`src/rtl/multicycle_control_unit.sv`:
```
// Multi-cycle CPU control unit: Moore FSM sequencing fetch, decode, execute, memory and
// write-back over one shared ALU and memory port, with a memory handshake and a retire counter.
module multicycle_control_unit #(
   parameter int OP_W  = 4,
   parameter int CNT_W = 16
) (
   input  logic             clk,
   input  logic             rst_n,
   input  logic [OP_W-1:0]  Op,
   input  logic             Zero,
   input  logic             mem_ready,
   output logic             PCWrite,
   output logic             AdrSrc,
   output logic             IRWrite,
   output logic             MemWrite,
   output logic             RegWrite,
   output logic [1:0]       ResultSrc,
   output logic [1:0]       ALUSrcA,
   output logic [1:0]       ALUSrcB,
   output logic [1:0]       ImmSrc,
   output logic [2:0]       ALUControl,
   output logic             halted,
   output logic             illegal_op,
   output logic [CNT_W-1:0] retired
);

   typedef enum logic [3:0] {
      S_FETCH, S_DECODE, S_EXECR, S_EXECI, S_ALUWB, S_MEMADR,
      S_MEMRD, S_MEMWB, S_MEMWR, S_BRANCH, S_HALT
   } state_t;

   state_t           state_r, state_nxt_s;
   logic [CNT_W-1:0] retired_r;
   logic             illegal_r;
   logic             op_hi_s;
   logic [3:0]       op_lo_s;
   logic is_rtype_s, is_addi_s, is_load_s, is_store_s, is_beq_s, is_bne_s, is_halt_s, is_illegal_s;
   logic retire_s;
   logic pcwrite_s, adrsrc_s, irwrite_s, memwrite_s, regwrite_s, halted_s;
   logic [1:0] resultsrc_s, alusrca_s, alusrcb_s, immsrc_s;
   logic [2:0] alucontrol_s;

   assign op_lo_s = Op[3:0];

   // Any set bit above the 4-bit opcode field makes the instruction illegal.
   generate
      if (OP_W > 4) begin : g_op_hi
         assign op_hi_s = |Op[OP_W-1:4];
      end else begin : g_no_op_hi
         assign op_hi_s = 1'b0;
      end
   endgenerate

   // Opcode classification.
   always_comb begin
      is_rtype_s   = 1'b0;
      is_addi_s    = 1'b0;
      is_load_s    = 1'b0;
      is_store_s   = 1'b0;
      is_beq_s     = 1'b0;
      is_bne_s     = 1'b0;
      is_halt_s    = 1'b0;
      is_illegal_s = 1'b0;
      if (op_hi_s) begin
         is_illegal_s = 1'b1;
      end else begin
         case (op_lo_s)
            4'b0000, 4'b0001, 4'b0010,
            4'b0011, 4'b0100, 4'b0101: is_rtype_s = 1'b1;
            4'b0110:                   is_addi_s  = 1'b1;
            4'b0111:                   is_load_s  = 1'b1;
            4'b1000:                   is_store_s = 1'b1;
            4'b1001:                   is_beq_s   = 1'b1;
            4'b1010:                   is_bne_s   = 1'b1;
            4'b1111:                   is_halt_s  = 1'b1;
            default:                   is_illegal_s = 1'b1;
         endcase
      end
   end

   // Next-state and retire decision.
   always_comb begin
      state_nxt_s = state_r;
      retire_s    = 1'b0;
      case (state_r)
         S_FETCH:  state_nxt_s = mem_ready ? S_DECODE : S_FETCH;
         S_DECODE: begin
            if (is_rtype_s)                    state_nxt_s = S_EXECR;
            else if (is_addi_s)                state_nxt_s = S_EXECI;
            else if (is_load_s || is_store_s)  state_nxt_s = S_MEMADR;
            else if (is_beq_s || is_bne_s)     state_nxt_s = S_BRANCH;
            else if (is_halt_s)                state_nxt_s = S_HALT;
            else                               state_nxt_s = S_FETCH;
         end
         S_EXECR, S_EXECI: state_nxt_s = S_ALUWB;
         S_ALUWB, S_MEMWB, S_BRANCH: begin
            state_nxt_s = S_FETCH;
            retire_s    = 1'b1;
         end
         S_MEMADR: begin
            if (is_load_s)       state_nxt_s = S_MEMRD;
            else if (is_store_s) state_nxt_s = S_MEMWR;
            else                 state_nxt_s = S_FETCH;
         end
         S_MEMRD:  state_nxt_s = mem_ready ? S_MEMWB : S_MEMRD;
         S_MEMWR: begin
            state_nxt_s = mem_ready ? S_FETCH : S_MEMWR;
            retire_s    = mem_ready;
         end
         S_HALT:   state_nxt_s = S_HALT;
         default:  state_nxt_s = S_FETCH;
      endcase
   end

   // State register, retire counter and illegal-opcode pulse.
   always_ff @(posedge clk or negedge rst_n) begin
      if (!rst_n) begin
         state_r   <= S_FETCH;
         retired_r <= {CNT_W{1'b0}};
         illegal_r <= 1'b0;
      end else begin
         state_r   <= state_nxt_s;
         if (retire_s) retired_r <= retired_r + CNT_W'(1);
         else          retired_r <= retired_r;
         illegal_r <= (state_r == S_DECODE) && is_illegal_s;
      end
   end

   // Datapath controls decoded from the current state.
   always_comb begin
      pcwrite_s    = 1'b0;
      adrsrc_s     = 1'b0;
      irwrite_s    = 1'b0;
      memwrite_s   = 1'b0;
      regwrite_s   = 1'b0;
      halted_s     = 1'b0;
      resultsrc_s  = 2'b00;
      alusrca_s    = 2'b00;
      alusrcb_s    = 2'b00;
      immsrc_s     = 2'b00;
      alucontrol_s = 3'b000;
      case (state_r)
         S_FETCH: begin
            alusrcb_s   = 2'b10;
            resultsrc_s = 2'b10;
            irwrite_s   = mem_ready;
            pcwrite_s   = mem_ready;
         end
         S_DECODE: begin
            alusrca_s = 2'b01;
            alusrcb_s = 2'b01;
            if (is_store_s)                 immsrc_s = 2'b01;
            else if (is_beq_s || is_bne_s)  immsrc_s = 2'b10;
            else                            immsrc_s = 2'b00;
         end
         S_EXECR: begin
            alusrca_s    = 2'b10;
            alucontrol_s = Op[2:0];
         end
         S_EXECI, S_MEMADR: begin
            alusrca_s = 2'b10;
            alusrcb_s = 2'b01;
         end
         S_ALUWB:  regwrite_s = 1'b1;
         S_MEMRD:  adrsrc_s   = 1'b1;
         S_MEMWB: begin
            resultsrc_s = 2'b01;
            regwrite_s  = 1'b1;
         end
         S_MEMWR: begin
            adrsrc_s   = 1'b1;
            memwrite_s = 1'b1;
         end
         S_BRANCH: begin
            alusrca_s    = 2'b10;
            alucontrol_s = 3'b001;
            pcwrite_s    = is_bne_s ? ~Zero : Zero;
         end
         S_HALT:   halted_s = 1'b1;
         default:  halted_s = 1'b0;
      endcase
   end

   // Reset holds every output low even though FETCH would follow mem_ready.
   assign PCWrite    = rst_n & pcwrite_s;
   assign AdrSrc     = rst_n & adrsrc_s;
   assign IRWrite    = rst_n & irwrite_s;
   assign MemWrite   = rst_n & memwrite_s;
   assign RegWrite   = rst_n & regwrite_s;
   assign halted     = rst_n & halted_s;
   assign ResultSrc  = rst_n ? resultsrc_s  : 2'b00;
   assign ALUSrcA    = rst_n ? alusrca_s    : 2'b00;
   assign ALUSrcB    = rst_n ? alusrcb_s    : 2'b00;
   assign ImmSrc     = rst_n ? immsrc_s     : 2'b00;
   assign ALUControl = rst_n ? alucontrol_s : 3'b000;
   assign illegal_op = illegal_r;
   assign retired    = retired_r;

endmodule

```
`config.mk`:
```
export PLATFORM = sky130hd
export DESIGN_NAME = multicycle_control_unit
export DESIGN_NICKNAME = d
export VERILOG_FILES = /design/src/rtl/multicycle_control_unit.sv
export SDC_FILE = /design/constraint.sdc
export NUM_CORES = 1
export LEC_CHECK = 0
export ABC_AREA = 1
export CAP_MARGIN = 10
export CORE_UTILIZATION = 43
export CTS_CLUSTER_DIAMETER = 80
export DETAILED_ROUTE_END_ITERATION = 8
export PLACE_DENSITY = 0.76
export SLEW_MARGIN = 25
export SYNTH_ARGS = -nofsm -noshare
export SYNTH_HDL_FRONTEND = slang
export SYNTH_SLANG_ARGS = --single-unit
```
`constraint.sdc`:
```
create_clock -name clk -period 1.2 [get_ports clk]
set_input_delay 0.12 -clock clk [delete_from_list [all_inputs] [get_ports clk]]
set_output_delay 0.12 -clock clk [all_outputs]
set_load 0.02 [all_outputs]
```
; ---- Word level (Yosys, flattened, before mapping)
; Cells that the tools add are included.
; Widths: inputs -> output; s select.
[classes]
n_eq_ne = 21
addsub = 1
bitwise_logic = 7
mux = 39
reduce_logical = 13
[op_table]
columns = cell, n
row1 = $eq 4x3->1 const B, 8
row2 = $mux 4, 8
row3 = $eq 4x4->1 const B, 7
row4 = $pmux 4 s7, 1
row5 = $add 16x1->16 const B, 1
row6 = $eq 4x2->1 const B, 4
row7 = $mux 1, 16
row8 = $mux 2, 7
row9 = $pmux 2 s2, 3
row10 = $reduce_or 12->1, 1
row11 = $eq 4x1->1 const B, 2
row12 = $logic_not 4->1, 2
row13 = $and 1x1->1, 6
row14 = $pmux 3 s2, 1
row15 = $reduce_or 2->1, 3
row16 = $reduce_or 3->1, 2
row17 = $reduce_or 6->1, 1
row18 = $pmux 1 s2, 2
row19 = $reduce_or 4->1, 1
row20 = $mux 3, 1
row21 = $logic_or 1x1->1, 2
row22 = $logic_and 1x1->1, 1
row23 = $not 1->1, 1
[totals]
regBits = 21
out_inout_bits = 34
wordCells = 84
inputBits = 8

; ---- Logic depth before layout (Yosys ltp)
; Gate-level depths: netlist of run 1.
[depth]
word_depth = 8
ltp_mapped = 8
ltp_nobuf = 8

; ---- Worst setup path before layout of run 1
; No wires, ideal clock.
[synth_path]
path_kind = register to output
from = register state_r[1]
to = output port ImmSrc[0]
required_ps = 1080
path_stages_with_launch = 8
t_arrival_ps = 1478
path_slack_ps = -398
cell_sequence = dfrtp_1 > inv_2 > nand2_2 > nor2_4 > inv_1 > nor2_1 > inv_1 > nor2_1
[synth_via]
elab_chain_cells = 3
[synth_rtl]
columns = element, line
row1 = from (decl), 32  ; state_t state_r, state_nxt_s;
row2 = from (signal assigned), 122  ; state_r <= state_nxt_s;
row3 = $eq 4x1->1, 142  ; case (state_r)
row4 = $mux 2, 142
row5 = $mux 2, 194  ; assign ImmSrc = rst_n ? immsrc_s : 2'b00;
row6 = to (decl), 20  ; output logic [1:0] ImmSrc,
; Every way passes these cells.

; ---- Worst setup path after layout of run 1
[layout_path]
from = register state_r[2]
to = output port IRWrite
[layout_via]
elab_chain_cells = 3
[layout_rtl]
columns = element, line
row1 = $logic_not 4->1, 142
row2 = $mux 1, 142
row3 = $and 1x1->1, 187  ; assign IRWrite = rst_n & irwrite_s;
row4 = to (decl), 14  ; output logic IRWrite,
; Every way passes these cells.

==> report_table.html, run 1 <==
<table>
<tr><th>Metric</th><th>Value</th></tr>
<tr><th colspan="2">Setup path</th></tr>
<tr><td>Critical-path cell with the highest stage delay</td><td>dfrtp_1</td></tr>
<tr><td>Origin of the critical flop-to-flop path</td><td>state_r[3]</td></tr>
<tr><td>Critical path start-end classification</td><td>reg -&gt; out</td></tr>
<tr><td>Type of destination of the critical path</td><td>primary output</td></tr>
<tr><td>Reg-to-reg critical path endpoint</td><td>retired[14]</td></tr>
<tr><td>Number of cells on the worst reg-to-reg path</td><td>9</td></tr>
<tr><td>Critical Path, Cell by Cell</td><td>inv_2, nand2_4, inv_4, nand4_1, nor2_1, buf_4</td></tr>
<tr><td>Biggest fanout along the worst timing path</td><td>5</td></tr>
<tr><td>Required @ worst endpoint</td><td>1.08 ns</td></tr>
<tr><td>Sort of element at the start of the critical path</td><td>register</td></tr>
<tr><td>Highest cell delay on the worst timing path</td><td>0.44 ns</td></tr>
<tr><td>CP delay by family, top</td><td>simple AND/OR/NAND/NOR gates</td></tr>
<tr><td>Reg-to-reg setup timing slack</td><td>-0.45 ns</td></tr>
<tr><td>Worst Path Buf+Inv</td><td>3</td></tr>
<tr><td>Arrival time at the worst endpoint</td><td>1.61 ns</td></tr>
<tr><th colspan="2">Clock tree</th></tr>
<tr><td>Master cell of the clock root buffer</td><td>clkbuf_4</td></tr>
<tr><td>Clock transition time at the flip-flop clock pins of the worst setup and hold paths</td><td>0.14 ns</td></tr>
<tr><td>Clock latency of the later-clocked register in the worst-skew pair</td><td>0.33 ns</td></tr>
<tr><td>Number of buffers added by the clock tree synthesis step</td><td>3</td></tr>
<tr><td>Count of clock tree sinks</td><td>21</td></tr>
<tr><td>Clock Path Buffers</td><td>2</td></tr>
<tr><td>H-tree levels</td><td>1</td></tr>
<tr><td>Number of hold buffers added after CTS</td><td>0</td></tr>
<tr><td>CTS tree</td><td>yes</td></tr>
<tr><th colspan="2">Power</th></tr>
<tr><td>Reported leakage power</td><td>1.23 nW</td></tr>
<tr><td>Power Total</td><td>5.22 mW</td></tr>
<tr><td>Worst IR drop on VDD</td><td>0.00107 V</td></tr>
<tr><td>Power Dens Cells</td><td>1960 nW/um2</td></tr>
<tr><th colspan="2">Synthesis</th></tr>
<tr><td>EDFF count, synth</td><td>0</td></tr>
<tr><td>Cell count after synthesis</td><td>223</td></tr>
<tr><td>Portion of synthesized cell area occupied by the leading cell type</td><td>0.356</td></tr>
<tr><td>Synthesis warning total</td><td>0</td></tr>
<tr><td>Post-synth design cell area</td><td>1480 um2</td></tr>
<tr><td>Net count after synthesis</td><td>232</td></tr>
<tr><td>Async set-or-reset flop fraction in the synthesized netlist</td><td>1.00</td></tr>
<tr><td>Top cell type by total area after synthesis</td><td>dfrtp_1</td></tr>
<tr><td>Most area-consuming cells after synthesis</td><td>dfrtp_1 (36%), nand2_1 (19%), nor2_1 (8.9%)</td></tr>
<tr><td>Post-synthesis register bit count</td><td>21</td></tr>
<tr><td>Sequential cell area fraction in the yosys report</td><td>0.356</td></tr>
<tr><td>Count of different cell masters after synthesis</td><td>28</td></tr>
<tr><td>Mean instance size in the synthesized netlist</td><td>6.63 um2</td></tr>
<tr><td>Prevailing post-synth register cell</td><td>dfrtp_1</td></tr>
<tr><th colspan="2">Cells and area</th></tr>
<tr><td>Finished layout cell area</td><td>2660 um2</td></tr>
<tr><td>Antenna fix cells</td><td>0</td></tr>
<tr><td>Syn-to-layout area delta</td><td>80.3%</td></tr>
<tr><td>Ratio of cells with drive above 1 in the final layout</td><td>0.502</td></tr>
<tr><td>NumNets Final</td><td>331</td></tr>
<tr><th colspan="2">STA</th></tr>
<tr><td>Max Transition Viols Final</td><td>0</td></tr>
<tr><td>Worst clock skew</td><td>0.0129 ns</td></tr>
<tr><td>Post-route minimum period</td><td>1.73 ns</td></tr>
<tr><td>Final-report setup violation count</td><td>37</td></tr>
<tr><td>Unrepaired setup endpoints after global routing</td><td>yes</td></tr>
<tr><td>Share of the clock period used by the worst path after layout</td><td>1.44</td></tr>
<tr><td>Final Hold Vio Count</td><td>0</td></tr>
<tr><td>Worst relative slew slack</td><td>0.705</td></tr>
<tr><td>Transition time of the tightest slew-check pin</td><td>0.441 ns</td></tr>
<tr><td>Worst setup margin</td><td>-0.529 ns</td></tr>
<tr><td>Fmax</td><td>578 MHz</td></tr>
<tr><th colspan="2">GRT</th></tr>
<tr><td>Maximum number of pins on one net before global-route repair</td><td>22</td></tr>
<tr><td>Aggregate global-route resource usage</td><td>0.277</td></tr>
<tr><td>Global route overflow</td><td>0</td></tr>
<tr><td>Vias in the first global route</td><td>1692</td></tr>
<tr><td>First-pass GRT wire length</td><td>7.64 mm</td></tr>
<tr><td>Initial antenna violation count</td><td>0</td></tr>
<tr><th colspan="2">Min path</th></tr>
<tr><td>Path type of the worst min-delay path</td><td>in -&gt; async</td></tr>
<tr><th colspan="2">Route</th></tr>
<tr><td>Routed length per instance</td><td>14.6 um</td></tr>
<tr><td>Total number of vias</td><td>1896</td></tr>
<tr><td>Total wire length</td><td>5.34 mm</td></tr>
<tr><td>Post-route antenna net violation count</td><td>0</td></tr>
<tr><td>Via-per-instance ratio</td><td>5.19</td></tr>
<tr><td>Drt drc</td><td>0</td></tr>
<tr><td>Iter 0 DRT Violations</td><td>225</td></tr>
<tr><td>First-pass DRT Iterations</td><td>4</td></tr>
<tr><th colspan="2">Die</th></tr>
<tr><td>Initial standard-cell utilization of the core</td><td>0.469</td></tr>
<tr><td>Top-level I/O count</td><td>42</td></tr>
<tr><td>Die Y-Extent</td><td>60.6 um</td></tr>
<tr><td>Total Die Area</td><td>3670 um2</td></tr>
<tr><td>Number of placement rows</td><td>20</td></tr>
<tr><td>Core Box Area</td><td>3150 um2</td></tr>
<tr><td>Die boundary width</td><td>60.6 um</td></tr>
<tr><th colspan="2">Placement</th></tr>
<tr><td>Placer Congestion</td><td>0.847</td></tr>
<tr><td>Half-perimeter wire length after detailed placement</td><td>3.33 mm</td></tr>
<tr><td>Cell Area, Placed</td><td>2370 um2</td></tr>
<tr><td>PortBufs</td><td>41</td></tr>
<tr><th colspan="2">Outcome</th></tr>
<tr><td>Result of the run</td><td>finished with violations</td></tr>
<tr><td>Violated checks</td><td>negative setup slack</td></tr>
<tr><th colspan="2">Run</th></tr>
<tr><td># Max-Cap Violations</td><td>0</td></tr>
</table>
-- worst register-to-register path, stage by stage (launching register included) --
cell	delay, ns
dfrtp_1	0.44
inv_2	0.12
nor2_4	0.05
buf_6	0.11
buf_6	0.11
o211ai_1	0.21
nand2_8	0.19
buf_16	0.20
nand2_4	0.07
nand2_2	0.05
-- cells in the mapped netlist (2+ instances only) --
cell type and count:
dfrtp_1 21, o21ai_1 3, nor3_1 5, nand4_1 7
o21ai_0 11, nor2_1 35, a31oi_1 2, xor2_1 4
a21oi_1 2, nand2_1 73, nand3_1 10, nand3b_1 3
inv_2 3, inv_1 27, o211ai_1 2, xnor2_1 3
-- sequential cells by signal, indices dropped and copies added (netlist names) --
| register | cells |
|---|---|
| state_r | 4 |
| illegal_op | 1 |
| retired | 16 |
-- cell type report --
type | instances | area [um2]
fill | 194 | 489
tap | 44 | 55.1
clock inverter | 1 | 5.00
timing repair inverter | 1 | 6.26
inverter | 31 | 134
sequential | 21 | 536
multi-input combinational | 168 | 1060
timing repair buffer | 96 | 846
clock buffer | 3 | 22.5
-- repair_timing --
action | in CTS | in global routing
hold endpoints to repair | 0 | 0
gates resized for setup | 181 | 48
setup buffers | 3 | 3
pin swaps | 10 | 8
gates cloned | 2 | 0
setup endpoints to repair | 50 | 51
-- layout by cell type (no fill, tap or decap), types with 7 or more instances in the layout --
master	netlist	layout
nand2_2	1	15
inv_1	27	18
nand4_1	7	7
buf_4	1	44
inv_2	3	7
buf_2	0	7
nand3_1	10	8
o21ai_1	3	7
clkdlybuf4s50_1	0	7
nor2_1	35	23
buf_6	1	24
dfrtp_1	21	13
dfrtp_2	0	8
nand2_1	73	53
nor2_4	1	9
-- cells by family after synthesis --
group           Yosys count  synth area share
flops                    21             0.356
compound gates           22            0.0821
simple gates            137             0.396
xor+xnor                  8            0.0525
fa+ha+maj                 1           0.00847
buf+inv                  34             0.105
-- metrics by stage --
stage                     instances   util  worst slack (ns)  TNS, ns  hold slack, ns
after detailed placement        353  0.751            -0.729   -15.42           0.530
final                           365  0.845            -0.529   -14.52           0.329
after CTS                       362  0.820            -0.442   -10.30           0.325
after global routing            365  0.845            -0.579   -16.36           0.363
after global placement          353  0.751            -0.717   -15.61           0.506
after floorplan                 223      -           -0.0750   -0.425          -0.176
-- metal layers --
metal | global-route usage | share of wire | routed length [um]
met3 | 0.0256 | 0.050 | 265
met4 | 0.0974 | 0.024 | 129
met5 | 0 | 0 | 0
met2 | 0.501 | 0.53 | 2810
met1 | 0.343 | 0.40 | 2130
-- power breakdown --
group | internal (mW) | switching (mW) | total, mW
registers | 0.892 | 0.227 | 1.12
logic | 1.76 | 1.96 | 3.72
clock network | 0.125 | 0.258 | 0.383
-- worst max-delay path by stage --
stage	from	endpoint	slack (ns)	cells past startpoint
2_1_floorplan	state_r[1]	ImmSrc[0]	-0.07	7
3_3_place_gp	rst_n	PCWrite	-0.72	7
3_5_place_dp	rst_n	PCWrite	-0.73	7
4_1_cts	state_r[3]	PCWrite	-0.44	6
5_1_grt	state_r[3]	PCWrite	-0.58	8
6_report	state_r[2]	IRWrite	-0.53	6
Power figures use the tool's default switching activity.
==> run 2, diff against run 1 <==
--- a/config.mk
+++ b/config.mk
@@ -9,6 +9,7 @@
 export CAP_MARGIN = 10
 export CORE_UTILIZATION = 43
 export CTS_CLUSTER_DIAMETER = 80
+export CTS_CLUSTER_SIZE = 20
 export DETAILED_ROUTE_END_ITERATION = 8
 export PLACE_DENSITY = 0.76
 export SLEW_MARGIN = 25
==> results of run 2 <==
Same layout as run 1: the final DEF is identical, and so are final timing and power.
